**config.mk**
```make
export PLATFORM = sky130hd
export DESIGN_NAME = operand_wb_unit
export DESIGN_NICKNAME = d
export VERILOG_FILES = /design/src/rtl/slc3_pkg.sv /design/src/rtl/nzp_logic.sv /design/src/rtl/operand_wb_unit.sv
export SDC_FILE = /design/constraint.sdc
export NUM_CORES = 1
export LEC_CHECK = 0
export BUFFER_PORTS_ARGS = -buffer_cell sky130_fd_sc_hd__buf_2
export CAP_MARGIN = 20
export CORE_UTILIZATION = 47
export DETAILED_ROUTE_END_ITERATION = 10
export HOLD_SLACK_MARGIN = 0.08
export PLACE_DENSITY = 0.85
export REMOVE_ABC_BUFFERS = 1
export SLEW_MARGIN = 25
export SYNTH_ARGS = -nofsm -noshare
export SYNTH_HDL_FRONTEND = slang
export SYNTH_HIERARCHICAL = 1
export SYNTH_SLANG_ARGS = --single-unit
export TNS_END_PERCENT = 20
```
**constraint.sdc**
```tcl
create_clock -name Clk -period 1.8 [get_ports Clk]
set_input_delay 0 -clock Clk [delete_from_list [all_inputs] [get_ports Clk]]
set_output_delay 0 -clock Clk [all_outputs]
set_load 0.01 [all_outputs]
```
**src/rtl/slc3_pkg.sv**
```systemverilog
`default_nettype none
// ============================================================================
//  Module      : slc3_pkg
//  Description : Shared definitions for the operand-read / writeback unit.
//                Holds the FSM state encoding, the SR1MUX/DRMUX select
//                encodings, the R7 register index, the NZP reset value and
//                a sign-extension helper.
//  Revision    : 1.0  initial release
// ============================================================================
package slc3_pkg;

   // Operand-read / writeback controller states
   typedef enum logic [1:0] {
      ST_IDLE  = 2'd0,
      ST_READ  = 2'd1,
      ST_HOLD  = 2'd2,
      ST_WRITE = 2'd3
   } state_e;

   // SR1MUX: which IR field names the first source register
   localparam logic C_SR1MUX_IR11_9 = 1'b0;
   localparam logic C_SR1MUX_IR8_6  = 1'b1;

   // DRMUX: which destination register the instruction targets
   localparam logic C_DRMUX_IR11_9  = 1'b0;
   localparam logic C_DRMUX_R7      = 1'b1;

   // Link register index (used by JSR/TRAP style instructions)
   localparam logic [2:0] C_R7_IDX    = 3'd7;

   // Condition codes come out of reset as "zero"
   localparam logic [2:0] C_NZP_RESET = 3'b010;

   // Sign-extend the 5-bit immediate field to a full data word
   function automatic logic [15:0] sext5(input logic [4:0] v);
      return {{11{v[4]}}, v};
   endfunction

endpackage : slc3_pkg
`default_nettype wire

```
**src/rtl/nzp_logic.sv**
```systemverilog
`default_nettype none
// ============================================================================
//  Module      : nzp_logic
//  Description : Condition-code generator. Classifies a 16-bit two's
//                complement word as negative, zero or positive and returns
//                a one-hot {N,Z,P} code.
//  Ports       : data_i [15:0]  word to classify
//                nzp_o  [2:0]   one-hot {N,Z,P}
//  Revision    : 1.0  initial release
// ============================================================================
module nzp_logic (
   input  logic [15:0] data_i,
   output logic [2:0]  nzp_o
);

   always_comb begin
      nzp_o = 3'b001;
      if (data_i[15]) begin
         nzp_o = 3'b100;
      end else if (data_i == 16'h0000) begin
         nzp_o = 3'b010;
      end
   end

endmodule : nzp_logic
`default_nettype wire

```
**src/rtl/operand_wb_unit.sv**
```systemverilog
`default_nettype none
// ============================================================================
//  Module      : operand_wb_unit
//  Description : Operand-read and writeback controller sitting in front of an
//                external 8x16 register file. On issue it latches the
//                instruction, selects source/destination registers, reads
//                both operands (or the 5-bit immediate) and presents them to
//                the datapath with a valid/ready handshake. On writeback it
//                drives a one-cycle register-file write to the destination of
//                the most recent issue and optionally updates NZP.
//  Ports       : Clk, Reset_n                 clock / async active-low reset
//                IR, SR1MUX, DRMUX            instruction and register selects
//                Issue_Valid / Issue_Ready    operand-read request handshake
//                SR1, SR2, DR, LD_REG, D      register-file controls
//                SR1_OUT, SR2_OUT             register-file read data
//                OpA, OpB, Op_Valid/Op_Ready  operand handshake to datapath
//                WB_Valid/WB_Ready, WB_Data, WB_LDCC  writeback handshake
//                NZP, BEN                     condition codes, branch enable
//  Revision    : 1.0  initial release
// ============================================================================
module operand_wb_unit
   import slc3_pkg::*;
(
   input  logic        Clk,
   input  logic        Reset_n,
   input  logic [15:0] IR,
   input  logic        SR1MUX,
   input  logic        DRMUX,
   input  logic        Issue_Valid,
   output logic        Issue_Ready,
   output logic [2:0]  SR1,
   output logic [2:0]  SR2,
   output logic [2:0]  DR,
   output logic        LD_REG,
   output logic [15:0] D,
   input  logic [15:0] SR1_OUT,
   input  logic [15:0] SR2_OUT,
   output logic [15:0] OpA,
   output logic [15:0] OpB,
   output logic        Op_Valid,
   input  logic        Op_Ready,
   input  logic        WB_Valid,
   input  logic [15:0] WB_Data,
   input  logic        WB_LDCC,
   output logic        WB_Ready,
   output logic [2:0]  NZP,
   output logic        BEN
);

   state_e      state_q, state_d;
   logic [15:0] ir_q,    ir_d;
   logic [2:0]  sr1_q,   sr1_d;
   logic [2:0]  dr_q,    dr_d;
   logic [15:0] data_q,  data_d;
   logic        ldcc_q,  ldcc_d;
   logic [15:0] opa_q,   opa_d;
   logic [15:0] opb_q,   opb_d;
   logic [2:0]  nzp_q,   nzp_d;
   logic        ben_q,   ben_d;

   logic [2:0]  w_nzp_new;
   logic        w_unused_ir;

   // Condition code of the word currently being written back
   nzp_logic u_nzp (
      .data_i (data_q),
      .nzp_o  (w_nzp_new)
   );

   // Opcode bits are decoded elsewhere, and SR1 is resolved from IR[8:6] at
   // issue time, so those latched bits have no consumer here.
   assign w_unused_ir = ^{ir_q[15:12], ir_q[8:6]};

   // ------------------------------------------------------------------------
   // Next-state logic
   // ------------------------------------------------------------------------
   always_comb begin
      state_d = state_q;
      ir_d    = ir_q;
      sr1_d   = sr1_q;
      dr_d    = dr_q;
      data_d  = data_q;
      ldcc_d  = ldcc_q;
      opa_d   = opa_q;
      opb_d   = opb_q;
      nzp_d   = nzp_q;
      ben_d   = ben_q;

      unique case (state_q)
         ST_IDLE: begin
            // A pending writeback takes priority so a result is never
            // stalled behind a new operand read.
            if (WB_Valid) begin
               data_d  = WB_Data;
               ldcc_d  = WB_LDCC;
               state_d = ST_WRITE;
            end else if (Issue_Valid) begin
               ir_d    = IR;
               sr1_d   = (SR1MUX == C_SR1MUX_IR8_6) ? IR[8:6] : IR[11:9];
               dr_d    = (DRMUX == C_DRMUX_R7) ? C_R7_IDX : IR[11:9];
               state_d = ST_READ;
            end
         end

         ST_READ: begin
            // Register-file read data is combinational on SR1/SR2, which
            // already carry the latched selects during this cycle.
            opa_d   = SR1_OUT;
            opb_d   = ir_q[5] ? sext5(ir_q[4:0]) : SR2_OUT;
            ben_d   = |(ir_q[11:9] & nzp_q);
            state_d = ST_HOLD;
         end

         ST_HOLD: begin
            if (Op_Ready) begin
               state_d = ST_IDLE;
            end
         end

         ST_WRITE: begin
            // NZP changes on the same edge that commits the register write
            if (ldcc_q) begin
               nzp_d = w_nzp_new;
            end
            state_d = ST_IDLE;
         end

         default: begin
            state_d = ST_IDLE;
         end
      endcase
   end

   // ------------------------------------------------------------------------
   // State and datapath registers
   // ------------------------------------------------------------------------
   always_ff @(posedge Clk or negedge Reset_n) begin
      if (!Reset_n) begin
         state_q <= ST_IDLE;
         ir_q    <= 16'h0000;
         sr1_q   <= 3'd0;
         dr_q    <= 3'd0;
         data_q  <= 16'h0000;
         ldcc_q  <= 1'b0;
         opa_q   <= 16'h0000;
         opb_q   <= 16'h0000;
         nzp_q   <= C_NZP_RESET;
         ben_q   <= 1'b0;
      end else begin
         state_q <= state_d;
         ir_q    <= ir_d;
         sr1_q   <= sr1_d;
         dr_q    <= dr_d;
         data_q  <= data_d;
         ldcc_q  <= ldcc_d;
         opa_q   <= opa_d;
         opb_q   <= opb_d;
         nzp_q   <= nzp_d;
         ben_q   <= ben_d;
      end
   end

   // ------------------------------------------------------------------------
   // Outputs
   // ------------------------------------------------------------------------
   // LD_REG and Op_Valid depend on state only, so an async reset removes
   // them immediately and no input can reach them combinationally.
   assign LD_REG      = (state_q == ST_WRITE);
   assign Op_Valid    = (state_q == ST_HOLD);

   assign WB_Ready    = (state_q == ST_IDLE);
   assign Issue_Ready = (state_q == ST_IDLE) && !WB_Valid;

   assign SR1         = sr1_q;
   assign SR2         = ir_q[2:0];
   assign DR          = dr_q;
   assign D           = data_q;
   assign OpA         = opa_q;
   assign OpB         = opb_q;
   assign NZP         = nzp_q;
   assign BEN         = ben_q;

endmodule : operand_wb_unit
`default_nettype wire

```
# == Yosys cells after proc, flatten, opt, wreduce, memory -nomap -nowiden ==
# Cells that the tools add are included.
# classes
n_lt_le_gt_ge,0
eq_ne,5
multipliers,0
muxes,9
n_shift,0
n_bitwise,2
n_addsub,0
div_mod_pow,0
n_reduce_logical,9
# ops
operator,count
logical NOT 16 bit,1
2-to-1 mux 16 bit,1
2-to-1 mux 3 bit,3
2-to-1 mux 2 bit,4
case mux 2 bit (4 select lines),1
AND reduction 2 bit,3
equality test 2 bit (second input constant),2
bitwise AND 3 bit,1
inequality test 3 bit (second input constant),1
AND reduction 3 bit,1
OR reduction 3 bit,1
equality test 2 x 1 -> 1 bit (second input constant),1
logical NOT 2 bit,1
inequality test 2 x 1 -> 1 bit (second input constant),1
logical AND 1 bit,1
logical NOT 1 bit,1
NOT 1 bit,1
# word_totals
romBits,0
mem_count,0
regBits,73
output_inout_bits,65
mem_bits_rw,0
latch_bits,0

# == Logic depth before layout (Yosys ltp) ==
# logic_depth
depth_word,3
depth_mapped,5
ltp_nobuf,3

# == Hierarchy ==
# The synthesis kept the hierarchy.
# modules_own_cells
module,area_each_um2,cells_each,n_inst
operand_wb_unit,2990.4,190,1
nzp_logic,50.0,7,1

# == Least setup slack after synthesis ==
# No wires, ideal clock.
# synth_path
kind,register -> register
start,reg state_q[0]
end,reg sr1_q[2] (netlist: SR1[2])
path_buffers,2
arrival_time_ns,1.423
stages_incl_launch_ff,5
setup_time_ns,0.125
setup_slack_ns,0.252
path_cell_list,dfrtp_1 > buf_6 > nor4b_4 > buf_8 > mux2_4
# synth_between
elab_chain_len,2
# synth_lines
item,line_no,text
from (decl),operand_wb_unit.sv:50,"state_e state_q, state_d;"
from (signal assigned),operand_wb_unit.sv:150,state_q <= state_d;
logical NOT 2 bit,operand_wb_unit.sv:89,unique case (state_q)
AND reduction 3 bit (no source line),--,
to (signal assigned),operand_wb_unit.sv:152,sr1_q <= sr1_d;
to (decl),operand_wb_unit.sv:52,"logic [2:0] sr1_q, sr1_d;"
# Every way passes these cells.
# A chain may end at the register's enable or synchronous reset.

# == Final worst setup path ==
# layout_path
start,reg ir_q[5]
end,reg opb_q[13] (netlist: OpB[13])
# layout_between
elab_chain_len,1
# layout_lines
item,line_no,text
from (decl),operand_wb_unit.sv:51,"logic [15:0] ir_q, ir_d;"
from (signal assigned),operand_wb_unit.sv:151,ir_q <= ir_d;
2-to-1 mux 16 bit,operand_wb_unit.sv:109,opb_d = ir_q[5] ? sext5(ir_q[4:0]) : SR2_OUT;
to (signal assigned),operand_wb_unit.sv:157,opb_q <= opb_d;
to (decl),operand_wb_unit.sv:57,"logic [15:0] opb_q, opb_d;"
# Every way passes these cells.

==> impl_metrics.py <==
metrics = {
    "run_status": {
        "status": "complete, no violations",
    },
    "flow_run": {
        "drv_cap": 0,
    },
    "synth": {
        "ys_warn_count": 6,
        "postSynthCellCount": 197,
        "yosys_register_bits": 70,
        "netlist_area_mm2": 0.00304,
        "synth.avg_cell_area_um2": 15.4,
        "yosysSeqAreaShare": 0.577,
        "synth.distinct_cells": 24,
    },
    "worst_setup_path": {
        "critPathBufInv": 0,
        "crit_path_max_fanout": 17,
        "crit_path_end_kind": "flop",
        "rrSetupSlack_ns": 0.19,
        "cp_top_family": "flip-flops",
        "cp_cell_sequence": "mux2_2 -> mux2_2",
        "critical_path_class": "reg2reg",
        "crit_slowest_cell": "dfrtp_1",
        "cp_common_cell": "mux2_2",
        "critPathRequiredTime_ns": 2.02,
        "crit_arrival_ns": 1.83,
        "startpoint_type": "flop",
        "slowest_delay_ns": 0.83,
    },
    "finish": {
        "n_fill_cell": 362,
        "area_growth_syn_to_layout_pct": 51.4,
        "final_net_count": 469,
        "drive_above_1_share": 0.592,
        "final_cell_area_mm2": 0.00460,
        "antenna_cells": 0,
        "fin_cells": 477,
    },
    "clock_network": {
        "clockBufferDepth": 2,
        "path_clk_slew_ns": 0.07,
        "cts_setup_buffers": 0,
        "cts_hold_buf": 67,
        "cts_resized": 0,
        "cts_tree": "yes",
        "clkSinkCount": 70,
        "cts_max_level": 3,
        "clk_latency_ns": 0.34,
        "cts_buffers": 9,
        "cts_root_buf": "clkbuf_8",
    },
    "placement": {
        "pre_cts_ws_ns": 0.199,
        "numPortBuffers": 132,
        "post_dp_cell_area_mm2": 0.00376,
        "gp_congestion": 0.750,
        "dp.cells": 394,
        "hpwlAfterDp_um": 4600,
    },
    "route": {
        "drc": 0,
        "dr.pass1.iters": 4,
        "drtIter0Drc": 83,
        "routed_wl_um": 8120,
        "vias": 2350,
        "routedWlPerCell_um": 17.0,
        "antenna_left": 0,
        "vias_per_cell": 4.93,
    },
    "grt": {
        "grt_remaining_overflow": 0,
        "grt_pass1_wl_um": 12600,
        "grt_antenna_before_repair": 0,
        "track_usage": 0.260,
        "grt_max_degree": 46,
        "grt_pass1_vias": 2553,
    },
    "die": {
        "num_rows": 28,
        "coreArea_mm2": 0.00610,
        "io_pins": 137,
        "die-area_mm2": 0.00679,
        "die_h_um": 82.4,
        "die_w_um": 82.4,
        "initial_core_util": 0.499,
    },
    "timing": {
        "slew_headroom": 0.505,
        "setup_ws_ns": 0.187,
        "fin_skew_ns": 0.00931,
        "rsz0062_at_grt": "no",
        "fmax_mhz": 620,
        "period_share": 0.896,
        "finalHoldViolations": 0,
        "worst_pin_slew_ns": 0.743,
        "drv_slew": 0,
        "finalSetupTns_ns": 0,
        "setup_viol": 0,
        "fin_crit_ns": 1.61,
    },
    "worst_hold_path": {
        "hp-class": "in2reg",
    },
    "power_and_ir_drop": {
        "peakVddDrop_mv": 1.15,
        "p_leak_nw": 2.19,
        "power_w": 0.00724,
        "p_per_area_mw_per_mm2": 1570,
    },
}
-- power breakdown --
group	switching (W)	leakage (nW)	internal, W	total (W)
combinational	0.00130	1.28	0.00179	0.00310
sequential	0.000681	0.826	0.00236	0.00305
clock	0.000567	0.0861	0.000532	0.00110
total	0.00255	2.19	0.00469	0.00724
-- area by class of cell --
type	instances	area [um2]	area share
Clock buffer	12	145	0.0315
Clock inverter	4	22.5	0.00489
Sequential cell	70	1750	0.381
Tap cell	75	93.8	0.0204
Timing Repair Buffer	204	1410	0.306
Inverter	4	15.0	0.00326
Multi-Input combinational cell	108	1170	0.254
-- routing by layer --
| metal | GRT usage | vias to the layer above | share of wire | wire [um] |
|---|---|---|---|---|
| li1 | - | 1098 | - | - |
| met2 | 0.457 | 106 | 0.51 | 4170 |
| met4 | 0.130 | 0 | 0.023 | 183 |
| met1 | 0.294 | 1129 | 0.40 | 3270 |
| met3 | 0.0604 | 17 | 0.061 | 494 |
| met5 | 0 | - | 0 | 0 |
-- cell usage after synthesis --
library cell | number | share of area
buf_8 | 1 | 0.0049
and2b_1 | 1 | 0.0025
nor4_1 | 4 | 0.0082
nor3b_4 | 1 | 0.0062
mux2_4 | 7 | 0.035
buf_1 | 1 | 0.0012
dfrtp_1 | 69 | 0.57
nand3_1 | 1 | 0.0016
nor2_1 | 5 | 0.0062
inv_1 | 4 | 0.0049
mux2i_1 | 4 | 0.013
nor2b_1 | 1 | 0.0021
and2_1 | 1 | 0.0021
mux2_2 | 76 | 0.28
dfstp_2 | 1 | 0.0086
nor3_1 | 1 | 0.0016
o21a_1 | 2 | 0.0049
nor4b_4 | 1 | 0.0078
buf_6 | 3 | 0.011
a222oi_1 | 1 | 0.0033
a41oi_1 | 1 | 0.0029
and4_1 | 1 | 0.0029
buf_4 | 4 | 0.0099
buf_2 | 6 | 0.0099
-- worst min-delay path, stage by stage --
cell and delay (ns):
buf_2 0.12, mux2_2 0.15, mux2_2 0.13
-- worst paths after layout --
| kind | from | to | cells after the start |
|---|---|---|---|
| max in group asynchronous | Reset_n | ir_q[3] | 3 |
| min in group asynchronous | Reset_n | OpA[15] | 3 |
| worst max-delay path | ir_q[5] | OpB[13] | 2 |
| worst max register to register | ir_q[5] | OpB[13] | 2 |
| worst min register to register | OpA[15] | OpA[15] | 1 |
| worst min-delay path | SR1MUX | SR1[0] | 3 |
-- kinds of logic (layout without fill, tap and decap cells) --
family / Yosys count / in the layout / synth area share
buf+inv: 19 / 224 / 0.0420
simple gates: 17 / 17 / 0.0412
compound gates: 4 / 4 / 0.0111
flops: 70 / 70 / 0.577
mux: 87 / 87 / 0.329
-- cells in the final DEF, fill, tap and decap left out, drive strengths merged, types with 2 or more instances in the layout --
| cell type | count |
|---|---|
| buf | 137 |
| nor2 | 5 |
| mux2i | 4 |
| inv | 4 |
| clkbuf | 12 |
| clkinv | 3 |
| nor4 | 4 |
| mux2 | 83 |
| dlygate4sd3 | 67 |
| o21a | 2 |
| dfrtp | 69 |
-- state kept, by name, summed over array words and instances, names as in the netlist --
name     flops
BEN          1
SR1          3
NZP          3
ir_q         9
ldcc_q       1
OpA         16
D           16
DR           3
state_q      2
OpB         16
-- per-stage QoR --
step                      utilization  hold WS [ns]
after floorplan                     -        -0.296
after global placement          0.618       0.00561
after detailed placement        0.618       0.00771
after CTS                       0.755        0.0822
after global routing            0.755         0.104
final                           0.755        0.0974
(Power assumes the default switching activity.)
